File: config.mk
export PLATFORM = sky130hd
export DESIGN_NAME = sifh_peak_reader
export DESIGN_NICKNAME = d
export VERILOG_FILES = /design/src/rtl/sifh_peak_reader.sv
export SDC_FILE = /design/constraint.sdc
export NUM_CORES = 1
export LEC_CHECK = 0
export CELL_PAD_IN_SITES_DETAIL_PLACEMENT = 2
export CELL_PAD_IN_SITES_GLOBAL_PLACEMENT = 2
export CORE_MARGIN = 2
export CORE_UTILIZATION = 29
export CTS_CLUSTER_SIZE = 12
export DETAILED_ROUTE_END_ITERATION = 7
export PLACE_DENSITY = 0.95
export SYNTH_ARGS = -nofsm -noshare
export SYNTH_HDL_FRONTEND = slang
export SYNTH_SLANG_ARGS = --single-unit
File: constraint.sdc
create_clock -name clk -period 4.5 [get_ports clk]
set_input_delay 0.45 -clock clk [delete_from_list [all_inputs] [get_ports clk]]
set_output_delay 0.45 -clock clk [all_outputs]
set_load 0.01 [all_outputs]
File: src/rtl/sifh_peak_reader.sv
// SiFH histogram read-out: scans every pixel's histogram on RAM port b, streams the peak bin per pixel.
// Optional clear-on-read of port a (requires a read-first RAM) is enabled with `define SIFH_CLEAR_ON_READ_EN.
module sifh_peak_reader #(
   parameter int PIX_W  = 4,
   parameter int BIN_W  = 6,
   parameter int NB     = PIX_W + BIN_W,
   parameter int PEAK_W = 8
) (
   input  logic              clk,
   input  logic              res,
   input  logic              start,
   output logic              busy,
   output logic              done,
   output logic [NB-1:0]     raddr,
   output logic              rEnable,
   output logic              readFlag,
   input  logic [PEAK_W-1:0] counts,
   output logic [NB-1:0]     waddr,
   output logic              wEnable,
   output logic              writeFlag,
   output logic [PEAK_W-1:0] wdata,
   output logic              peak_valid,
   input  logic              peak_ready,
   output logic [PIX_W-1:0]  peak_pixel,
   output logic [BIN_W-1:0]  peak_bin,
   output logic [PEAK_W-1:0] peak_count,
   output logic [2:0]        dbg_state_o
);

   // Result handshake: a result transfers on a clock edge where peak_valid && peak_ready;
   // while peak_valid is high and peak_ready is low every peak_* field is held unchanged.

   typedef enum logic [2:0] {
      S_IDLE  = 3'd0,
      S_SCAN  = 3'd1,
      S_FLUSH = 3'd2,
      S_EMIT  = 3'd3,
      S_DONE  = 3'd4
   } state_t;

   localparam logic [PIX_W-1:0] PIX_LAST = '1;
   localparam logic [BIN_W-1:0] BIN_LAST = '1;

   state_t              state_q, state_d;
   logic [PIX_W-1:0]    pix_q, pix_d;
   logic [BIN_W-1:0]    bin_q, bin_d;
   logic [PEAK_W-1:0]   max_cnt_q, max_cnt_d;
   logic [BIN_W-1:0]    max_bin_q, max_bin_d;
   logic                rd_vld_q, rd_vld_d;
   logic [NB-1:0]       rd_addr_q, rd_addr_d;

   always_ff @(posedge clk or negedge res) begin
      if (!res) begin
         state_q <= S_IDLE;
      end else begin
         state_q <= state_d;
      end
   end

   always_comb begin
      state_d = state_q;
      case (state_q)
         S_IDLE:  if (start) state_d = S_SCAN;
         S_SCAN:  if (bin_q == BIN_LAST) state_d = S_FLUSH;
         S_FLUSH: state_d = S_EMIT;
         S_EMIT:  if (peak_ready) state_d = (pix_q == PIX_LAST) ? S_DONE : S_SCAN;
         S_DONE:  state_d = S_IDLE;
         default: state_d = S_IDLE;
      endcase
   end

   always_comb begin
      busy       = (state_q != S_IDLE);
      done       = 1'b0;
      raddr      = '0;
      rEnable    = 1'b0;
      readFlag   = 1'b0;
      waddr      = '0;
      wEnable    = 1'b0;
      writeFlag  = 1'b0;
      wdata      = '0;
      peak_valid = 1'b0;
      peak_pixel = pix_q;
      peak_bin   = max_bin_q;
      peak_count = max_cnt_q;
      dbg_state_o = state_q;
      case (state_q)
         S_SCAN: begin
            raddr    = {pix_q, bin_q};
            rEnable  = 1'b1;
            readFlag = 1'b1;
         end
         S_EMIT:  peak_valid = 1'b1;
         S_DONE:  done = 1'b1;
         default: ;
      endcase
`ifdef SIFH_CLEAR_ON_READ_EN
      // Zero each address in the same cycle its data is consumed.
      if (rd_vld_q) begin
         waddr     = rd_addr_q;
         wEnable   = 1'b1;
         writeFlag = 1'b1;
      end
`endif
   end

   always_comb begin
      pix_d     = pix_q;
      bin_d     = bin_q;
      max_cnt_d = max_cnt_q;
      max_bin_d = max_bin_q;
      rd_vld_d  = (state_q == S_SCAN);
      rd_addr_d = {pix_q, bin_q};
      // Strictly greater only, so ties keep the lowest bin.
      if (rd_vld_q && (counts > max_cnt_q)) begin
         max_cnt_d = counts;
         max_bin_d = rd_addr_q[BIN_W-1:0];
      end
      case (state_q)
         S_IDLE: begin
            if (start) begin
               pix_d     = '0;
               bin_d     = '0;
               max_cnt_d = '0;
               max_bin_d = '0;
            end
         end
         S_SCAN: bin_d = (bin_q == BIN_LAST) ? '0 : bin_q + 1'b1;
         S_EMIT: begin
            if (peak_ready && (pix_q != PIX_LAST)) begin
               pix_d     = pix_q + 1'b1;
               bin_d     = '0;
               max_cnt_d = '0;
               max_bin_d = '0;
            end
         end
         default: ;
      endcase
   end

   always_ff @(posedge clk or negedge res) begin
      if (!res) begin
         pix_q     <= '0;
         bin_q     <= '0;
         max_cnt_q <= '0;
         max_bin_q <= '0;
         rd_vld_q  <= 1'b0;
         rd_addr_q <= '0;
      end else begin
         pix_q     <= pix_d;
         bin_q     <= bin_d;
         max_cnt_q <= max_cnt_d;
         max_bin_q <= max_bin_d;
         rd_vld_q  <= rd_vld_d;
         rd_addr_q <= rd_addr_d;
      end
   end

endmodule

==> flow_summary.json <==
{
  "reg2reg_from": "peak_count[5]$_DFF_PN0_",
  "outcome": "complete, no violations",
  "worstHoldPathType": "reg2reg",
  "first_global_vias": 1769,
  "cap_violations": 0,
  "final_common_cell": "clkdlybuf4s50_1",
  "via_per_inst": 4.88,
  "antenna_found_initial": 0,
  "finalCriticalPeriod_ns": 2.78,
  "maxSlewHeadroom_pct": 37.5,
  "cp.arrival_ns": 2.33,
  "pin_count": 68,
  "r2r_cells": 7,
  "irDropWorstVdd_mv": 0.272,
  "rsz0062_at_grt": "no",
  "io_buffers": 47,
  "nFillCells": 752,
  "drt-initial-drc-count": 54,
  "synth_compound_area_share_pct": 19.8,
  "cts_max_level": 2,
  "gp_congestion": 0.787,
  "vias": 1625,
  "core-area_mm2": 0.00672,
  "power_density_mw_per_mm2": 565,
  "path_class": "reg2out",
  "cts-root-buf": "clkbuf_8",
  "gr-usage-all-layers_pct": 15.0,
  "tns_ns": 0,
  "path_delay_family": "buffers and inverters",
  "die_width_um": 86.7,
  "cts_tree": "built",
  "fin_crit_sh_pct": 61.8,
  "clockBufferDepth": 2,
  "end_kind": "primary output",
  "globalRouteOverflowTotal": 0,
  "floorplan.initialDensity_pct": 29.5,
  "num_rows": 30,
  "slew_viol_final": 0,
  "r2r_slack_ns": 2.15,
  "yosysTopAreaCell": "dfrtp_1",
  "synth_seq_cells": 34,
  "path_max_fanout": 16,
  "synth_cells": 207,
  "max_stage_delay_ns": 0.55,
  "cp_num_cells": 4,
  "synth-edff-count": 0,
  "skew_ns": 0.00675,
  "critical_path_buf_inv_count": 2,
  "cp_cell_sequence": "or3b_1, inv_2, and2_1, clkdlybuf4s50_1",
  "firstDrtPassIters": 4,
  "yosys.area.top_type_share_pct": 42.9,
  "synthArstFlopShare_pct": 100,
  "hold_buffers": 0,
  "syn_to_final_growth_pct": 26.5,
  "syn-cell-area_mm2": 0.00198,
  "crit_start": "dbg_state_o[2]$_DFFE_PN0P_",
  "fin_area_mm2": 0.00251,
  "clkSinkCount": 34,
  "setup_viol_count_final": 0,
  "hp-start": "bin_q[1]$_DFFE_PN0P_",
  "worstSkewPairLatency_ns": 0.29,
  "syn_area_per_cell_um2": 9.57,
  "drcViolationCount": 0,
  "ys_seq_area_share_pct": 42.9,
  "critPathCapture": "raddr[5]",
  "rr_endpoint": "peak_bin[3]$_DFF_PN0_",
  "leakagePower_uw": 0.00110,
  "ys_types": 41,
  "placed_area_mm2": 0.00241,
  "n_antenna_cell": 0,
  "yosysWarningCount": 0,
  "most-common-layout-cells": "47 x clkdlybuf4s50_1, 34 x dfrtp_1, 23 x o21ai_0",
  "finalHoldViolations": 0,
  "synth_fa_ha_area_share_pct": 6.31,
  "fmax_mhz": 360,
  "synth_top_family_by_area": "compound AO/OA/AOI/OAI gates",
  "startpoint_type": "flop",
  "worst_slew_pin_slew_ns": 0.932,
  "cts_made_buffers": 5,
  "avgRoutedWirePerCell_um": 15.7,
  "yosys.area_share.simple_pct": 16.6,
  "cts_resized": 0,
  "synth-main-ff-cell": "dfrtp_1",
  "drive_above_1_share_pct": 5.93,
  "cp.required_ns": 4.05,
  "routed_wl_um": 5230,
  "synth_area_leaders": "dfrtp_1 43%, buf_4 8.0%, ha_1 6.3%, o21ai_0 5.8%, nand3_1 4.3%",
  "path_clk_slew_ns": 0.07,
  "synthMuxAreaShare_pct": 0.568,
  "die_h_um": 86.7,
  "worst_path_max_delay_cell": "or3b_1",
  "yosys.area_share.xor_xnor_pct": 0,
  "postCtsSetupBuffers": 0,
  "ant_nets": 0,
  "dp_hpwl_um": 3770,
  "grt_max_degree": 35,
  "die_area_mm2": 0.00751,
  "grt_pass1_wl_um": 8830,
  "nets": 274
}
cells in the mapped netlist (2+ instances only):
cell type / number
a21boi_0: 4
a21boi_1: 10
a21oi_1: 8
a31oi_1: 2
and2_1: 10
buf_2: 4
buf_4: 21
buf_6: 3
dfrtp_1: 34
ha_1: 10
inv_1: 13
nand2_1: 8
nand2b_1: 3
nand3_1: 17
nand4_1: 2
nor2_1: 3
nor2b_1: 3
nor3b_1: 3
o21ai_0: 23
o21ai_1: 2
o31a_1: 2
o31ai_1: 2
or3_1: 2
worst min path at each step:
stage,slack (ns),to,cells after the start
finish,0.45,rd_addr_q[1]$_DFF_PN0_,0
floorplan,0.15,bin_q[0]$_DFFE_PN0P_,0
global route,0.49,rd_addr_q[1]$_DFF_PN0_,0
detailed placement,0.45,rd_addr_q[1]$_DFF_PN0_,0
global placement,0.44,rd_addr_q[1]$_DFF_PN0_,0
CTS,0.47,rd_addr_q[1]$_DFF_PN0_,0
metal layers:
metal	GRT usage, %	part of all wire [%]
met3	4.00	4.3
met1	18.8	44
met2	25.5	50
met5	0	0
met4	4.40	1.2
cell families after synthesis:
logic type      after synthesis
mux                           1
flops                        34
other cells                   1
compound gates               60
simple gates                 58
buf+inv                      43
fa+ha+maj                    10
power by group:
part           total (µW)  internal (µW)  switching, µW
registers             481            394           87.2
clock network         237            123            113
logic                 699            321            378
total                1420            839            578
state kept, by name, summed over array words and instances, names as in the netlist:
name	count
bin_q	6
dbg_state_o	3
peak_bin	6
peak_count	8
peak_pixel	4
rd_addr_q	6
rd_vld_q	1
cell type report:
class                   count  area (µm²)  share of cell area, %
inverters                  14        52.6                   2.10
clock inverters             1        5.00                  0.200
clock buffers               7        86.3                   3.44
flip-flops and latches     34         851                   33.9
well taps                  80         100                   3.99
repair buffers             48         478                   19.1
multi-input cells         149         933                   37.2
per-stage QoR:
step	cells	hold slack, ns	util [%]	worst slack [ns]	power (µW)
after floorplan	226	0.154	-	2.63	922
after global placement	325	0.436	35.9	1.78	1160
after detailed placement	325	0.449	35.9	1.68	1190
after CTS	333	0.466	37.3	1.71	1450
after global routing	333	0.490	37.3	1.63	1540
final	333	0.454	37.3	1.72	1420
No activity file was read; power rests on OpenSTA's default activity.
